[src/rtl/imem_loader.sv]
// Boot-time instruction memory loader: length-prefixed, XOR-checksummed byte
// stream packed big-endian into 32-bit words, one write strobe per word.
module imem_loader #(
    parameter int MEM_WORDS = 64
) (
    input  logic        clk,
    input  logic        reset,
    input  logic        start,
    input  logic [7:0]  rx_data,
    input  logic        rx_valid,
    output logic        rx_ready,
    output logic        wr_en,
    output logic [7:0]  wr_addr,
    output logic [31:0] wr_data,
    output logic        cpu_hold,
    output logic        done,
    output logic        error
);

    typedef enum logic [2:0] {IDLE, LEN, DATA, WRITE, CSUM, DONE, ERR} state_t;

    state_t      state, state_nx;
    logic [7:0]  addr;
    logic [31:0] shift;
    logic [1:0]  bcnt;
    logic [6:0]  wcnt;
    logic [6:0]  nwords;
    logic [7:0]  csum;
    logic        xfer;
    logic        len_bad;
    logic        last_word;

    assign xfer      = rx_valid & rx_ready;
    assign len_bad   = (rx_data == 8'd0) || (rx_data > 8'(MEM_WORDS));
    assign last_word = (wcnt + 7'd1) == nwords;

    // Every output is a decode of state or a register, so nothing on the
    // input side can reach an output combinationally.
    assign rx_ready = (state == LEN) || (state == DATA) || (state == CSUM);
    assign wr_en    = (state == WRITE);
    assign wr_addr  = addr;
    assign wr_data  = shift;
    assign done     = (state == DONE);
    assign error    = (state == ERR);
    assign cpu_hold = (state != DONE);

    always_ff @(posedge clk or posedge reset) begin
        if (reset) state <= IDLE;
        else       state <= state_nx;
    end

    always_comb begin
        state_nx = state;
        case (state)
            IDLE, DONE, ERR: if (start) state_nx = LEN;
            LEN:             if (xfer) state_nx = len_bad ? ERR : DATA;
            DATA:            if (xfer && bcnt == 2'd3) state_nx = WRITE;
            WRITE:           state_nx = last_word ? CSUM : DATA;
            CSUM:            if (xfer) state_nx = (rx_data == csum) ? DONE : ERR;
            default:         state_nx = IDLE;
        endcase
    end

    always_ff @(posedge clk or posedge reset) begin
        if (reset) begin
            addr   <= 8'd0;
            shift  <= 32'd0;
            bcnt   <= 2'd0;
            wcnt   <= 7'd0;
            nwords <= 7'd0;
            csum   <= 8'd0;
        end else begin
            case (state)
                IDLE, DONE, ERR: begin
                    if (start) begin
                        addr  <= 8'd0;
                        shift <= 32'd0;
                        bcnt  <= 2'd0;
                        wcnt  <= 7'd0;
                        csum  <= 8'd0;
                    end
                end
                LEN: if (xfer) nwords <= rx_data[6:0];
                DATA: begin
                    if (xfer) begin
                        shift <= {shift[23:0], rx_data};
                        csum  <= csum ^ rx_data;
                        bcnt  <= bcnt + 2'd1;
                    end
                end
                // Address wraps past 0xFC on a full 64-word load; CSUM follows.
                WRITE: begin
                    addr <= addr + 8'd4;
                    wcnt <= wcnt + 7'd1;
                end
                default: ;
            endcase
        end
    end

endmodule

[config.mk]
export PLATFORM = sky130hd
export DESIGN_NAME = imem_loader
export DESIGN_NICKNAME = d
export VERILOG_FILES = /design/src/rtl/imem_loader.sv
export SDC_FILE = /design/constraint.sdc
export NUM_CORES = 1
export LEC_CHECK = 0
export ABC_CLOCK_PERIOD_IN_PS = 3080
export CAP_MARGIN = 0
export CELL_PAD_IN_SITES_DETAIL_PLACEMENT = 1
export CELL_PAD_IN_SITES_GLOBAL_PLACEMENT = 1
export CORE_UTILIZATION = 25
export CTS_CLUSTER_SIZE = 10
export DETAILED_ROUTE_END_ITERATION = 7
export PLACE_DENSITY_LB_ADDON = 0.05
export SETUP_SLACK_MARGIN = 0.15
export SLEW_MARGIN = 20
export SYNTH_ARGS = -nofsm -noshare
export SYNTH_HDL_FRONTEND = slang
export SYNTH_SLANG_ARGS = --single-unit
[constraint.sdc]
create_clock -name clk -period 3.08 [get_ports clk]
set_clock_uncertainty 0.2 [all_clocks]
set_input_delay 0.616 -clock clk [delete_from_list [all_inputs] [get_ports clk]]
set_output_delay 0.616 -clock clk [all_outputs]
set_load 0.03 [all_outputs]
==> metrics.txt <==
maximum achievable frequency 363 MHz; Routed WL per cell between 15 and 20 um; CTS Hold Buffers Added 0; clock sink count 65; first-pass GRT wire length approximately 15 mm; Post-Syn Instances about 340; WL final roughly 9.0 mm; Overflow after GRT 0; core area ~13000 um2; FILL cells 1479; Reg2Reg Capture Point state[2]; clock slew at reported path FFs 0.06 ns; Setup Crit Path Kind reg2out; ys flop type dfrtp_1; ANT nets after route 0; placed insts between 500 and 600; post-synth top area cell dfrtp_1; Yosys top cell area share about half; Final min period 2.76 ns; Worst-Skew Late Latency 0.33 ns; die area 13500 um2; Antenna Diode Count 0; Slew headroom a little under two thirds; Slew Viols, Final 0; asr flop ratio synth 100%; Slew @ Worst Pin 0.541 ns; PostCTS Resize Cnt 2; via/cell ratio roughly 4.5; largest net degree at the start of global routing 66; io pins 57; CTS tree built; gr usage total between 10 and 15%; Initial Util around 26%; synth top area cells dfrtp_1 50%, nand2_1 10%, o21ai_1 6.5%; Avg Synthesized Cell Area between 9 and 10 um2; RD Place Congestion between 0.7 and 0.8; CP endpoint kind primary output; detailed-route DRC error count 0; DIE HEIGHT about 120 um; Post-synth EDFFs 0; Peak VDD IR between 300 and 400 uV; Hold Path Depth 1; Hold Crit Start bcnt[0]; synthesis warning total 0; #FFs+latches synth between 60 and 70; worst hold slack 0.289 ns; CP Data Required Time around 2.3 ns; RSZ-0062 raised after global routing no; post-DP HPWL between 6 and 7 mm; status completed; H-tree levels 3; CTS Buffer Depth 2; r2r startpoint wcnt[0]; sequential fraction of the synthesis area 50.0%; nets@finish 405; critical path arrival approximately 1.9 ns; Worst Hold End bcnt[0]; initial antenna violation count 0; DRT Pass-1 Iters 4; Finished Layout Cells 567; fin util roughly a third; CTS buffer count 9; Setup TNS 0 ns; distinct cell type count after synthesis 54; Worst setup SP type flop; root buffer cell clkbuf_16; CP Max Fanout 11; Design Power roughly 4000 uW; vias in the first global route 2739; chip width 116 um; DR iter-0 viols between 80 and 90; setup violators final 0; static leakage approximately 0.0018 uW; Reg2Reg Depth 6; synthesized area 3250 um2; setup bufs post-CTS 0; worst hold path class reg2reg; final hold vios 0; layout cell share with drive strength beyond 1 between 10% and 20%; pwr dens 932 nW/um2; max-cap violation count 0; Reg2Reg Setup Slack about 0.80 ns; Final period util between 80% and 90%; vias between 2000 and 3000; floorplan row count 41; PortBufs 54; Layout Area Growth over Synthesis 31.1%
## power by group
group / total (uW) / internal, uW / switching, uW
registers: 1350 / 1080 / 275
clock network: 1030 / 646 / 387
logic: 1590 / 653 / 933
## per-stage QoR
| stage | setup slack (ns) | instance area (um2) |
|---|---|---|
| 2_1_floorplan | 0.638 | 3260 |
| 3_3_place_gp | 0.448 | 3960 |
| 3_5_place_dp | 0.439 | 3960 |
| 4_1_cts | 0.190 | 4260 |
| 5_1_grt | 0.216 | 4260 |
| 6_report | 0.322 | 4260 |
## synth_stat cells (2+ instances only)
master	number
nand2_1	88
dfrtp_1	65
o21ai_1	42
xor2_1	16
nor2_1	15
buf_2	10
o21ai_0	10
mux2_2	9
nand3_1	7
xnor2_1	7
o21ai_2	6
clkbuf_1	4
a21oi_1	3
and2_1	3
buf_4	3
buf_6	3
ha_1	3
o31ai_1	3
a21oi_4	2
inv_1	2
nor3b_4	2
nor4_1	2
o21a_1	2
## logic make-up (layout without fill, tap and decap cells)
logic type      Yosys count  count (layout)  synth area share [%]
compound gates           77              77                  14.7
buf+inv                  23              79                  4.23
xor+xnor                 23              23                  6.19
simple gates            136             136                  20.0
flops                    65              65                  50.0
fa+ha+maj                 3               3                  1.15
other cells               1               2                 0.115
mux                      10              10                  3.58
## sequential cells by signal, summed over array words and instances, names as in the netlist
register / flops
wr_addr: 6
wcnt: 7
csum: 8
state: 3
nwords: 7
wr_data: 32
bcnt: 2
## how the worst max path moves through the flow
stage          slack (ns)      from        to  cells after the start
6_report             0.32  state[0]  rx_ready                      3
3_5_place_dp         0.44  state[0]     wr_en                      4
2_1_floorplan        0.64     reset   bcnt[0]                      1
3_3_place_gp         0.45  state[0]     wr_en                      4
4_1_cts              0.19  state[2]      done                      4
5_1_grt              0.22  state[0]  rx_ready                      3
## routing by layer
layer	up-vias	GRT usage, %	share of wire (%)	routed length [um]
met5	-	0	0	0
met3	8	3.77	4.0	358
li1	1236	-	-	-
met4	0	5.13	1.2	111
met2	46	23.9	47	4270
met1	1250	19.5	48	4300
## worst max-delay path, cell delays in order (launching register included)
cell and delay, ns:
dfrtp_2 0.50, nor2_2 0.26, mux2_2 0.20, clkdlybuf4s50_1 0.66
## layout by cell type, fill, tap and decap left out, types with 2 or more instances in the layout
| cell | Yosys | layout |
|---|---|---|
| clkinv_2 | 0 | 2 |
| nor3b_4 | 2 | 2 |
| xnor2_1 | 7 | 7 |
| and2_1 | 3 | 3 |
| mux2_2 | 9 | 9 |
| o21ai_2 | 6 | 6 |
| nand2_1 | 88 | 88 |
| xor2_1 | 16 | 16 |
| nor2_1 | 15 | 15 |
| buf_4 | 3 | 4 |
| o21ai_0 | 10 | 10 |
| clkbuf_16 | 0 | 9 |
| o21ai_1 | 42 | 42 |
| a21oi_4 | 2 | 2 |
| nor4_1 | 2 | 2 |
| clkinvlp_4 | 0 | 2 |
| dfrtp_2 | 0 | 3 |
| a21oi_1 | 3 | 3 |
| ha_1 | 3 | 3 |
| nand3_1 | 7 | 7 |
| buf_12 | 0 | 2 |
| conb_1 | 1 | 2 |
| o31ai_1 | 3 | 3 |
| clkdlybuf4s50_1 | 0 | 53 |
| dfrtp_1 | 65 | 62 |
| o21a_1 | 2 | 2 |
## final cells by class
cell class | count | area, um2 | area share, %
clock buffer | 11 | 243 | 5.69
multi-input combinational | 251 | 1490 | 35.0
sequential | 65 | 1630 | 38.2
timing repair buffer | 60 | 613 | 14.4
inverter | 3 | 16.3 | 0.381
tap | 172 | 215 | 5.05
clock inverter | 5 | 55.1 | 1.29
No activity file was read; power rests on OpenSTA's default activity.
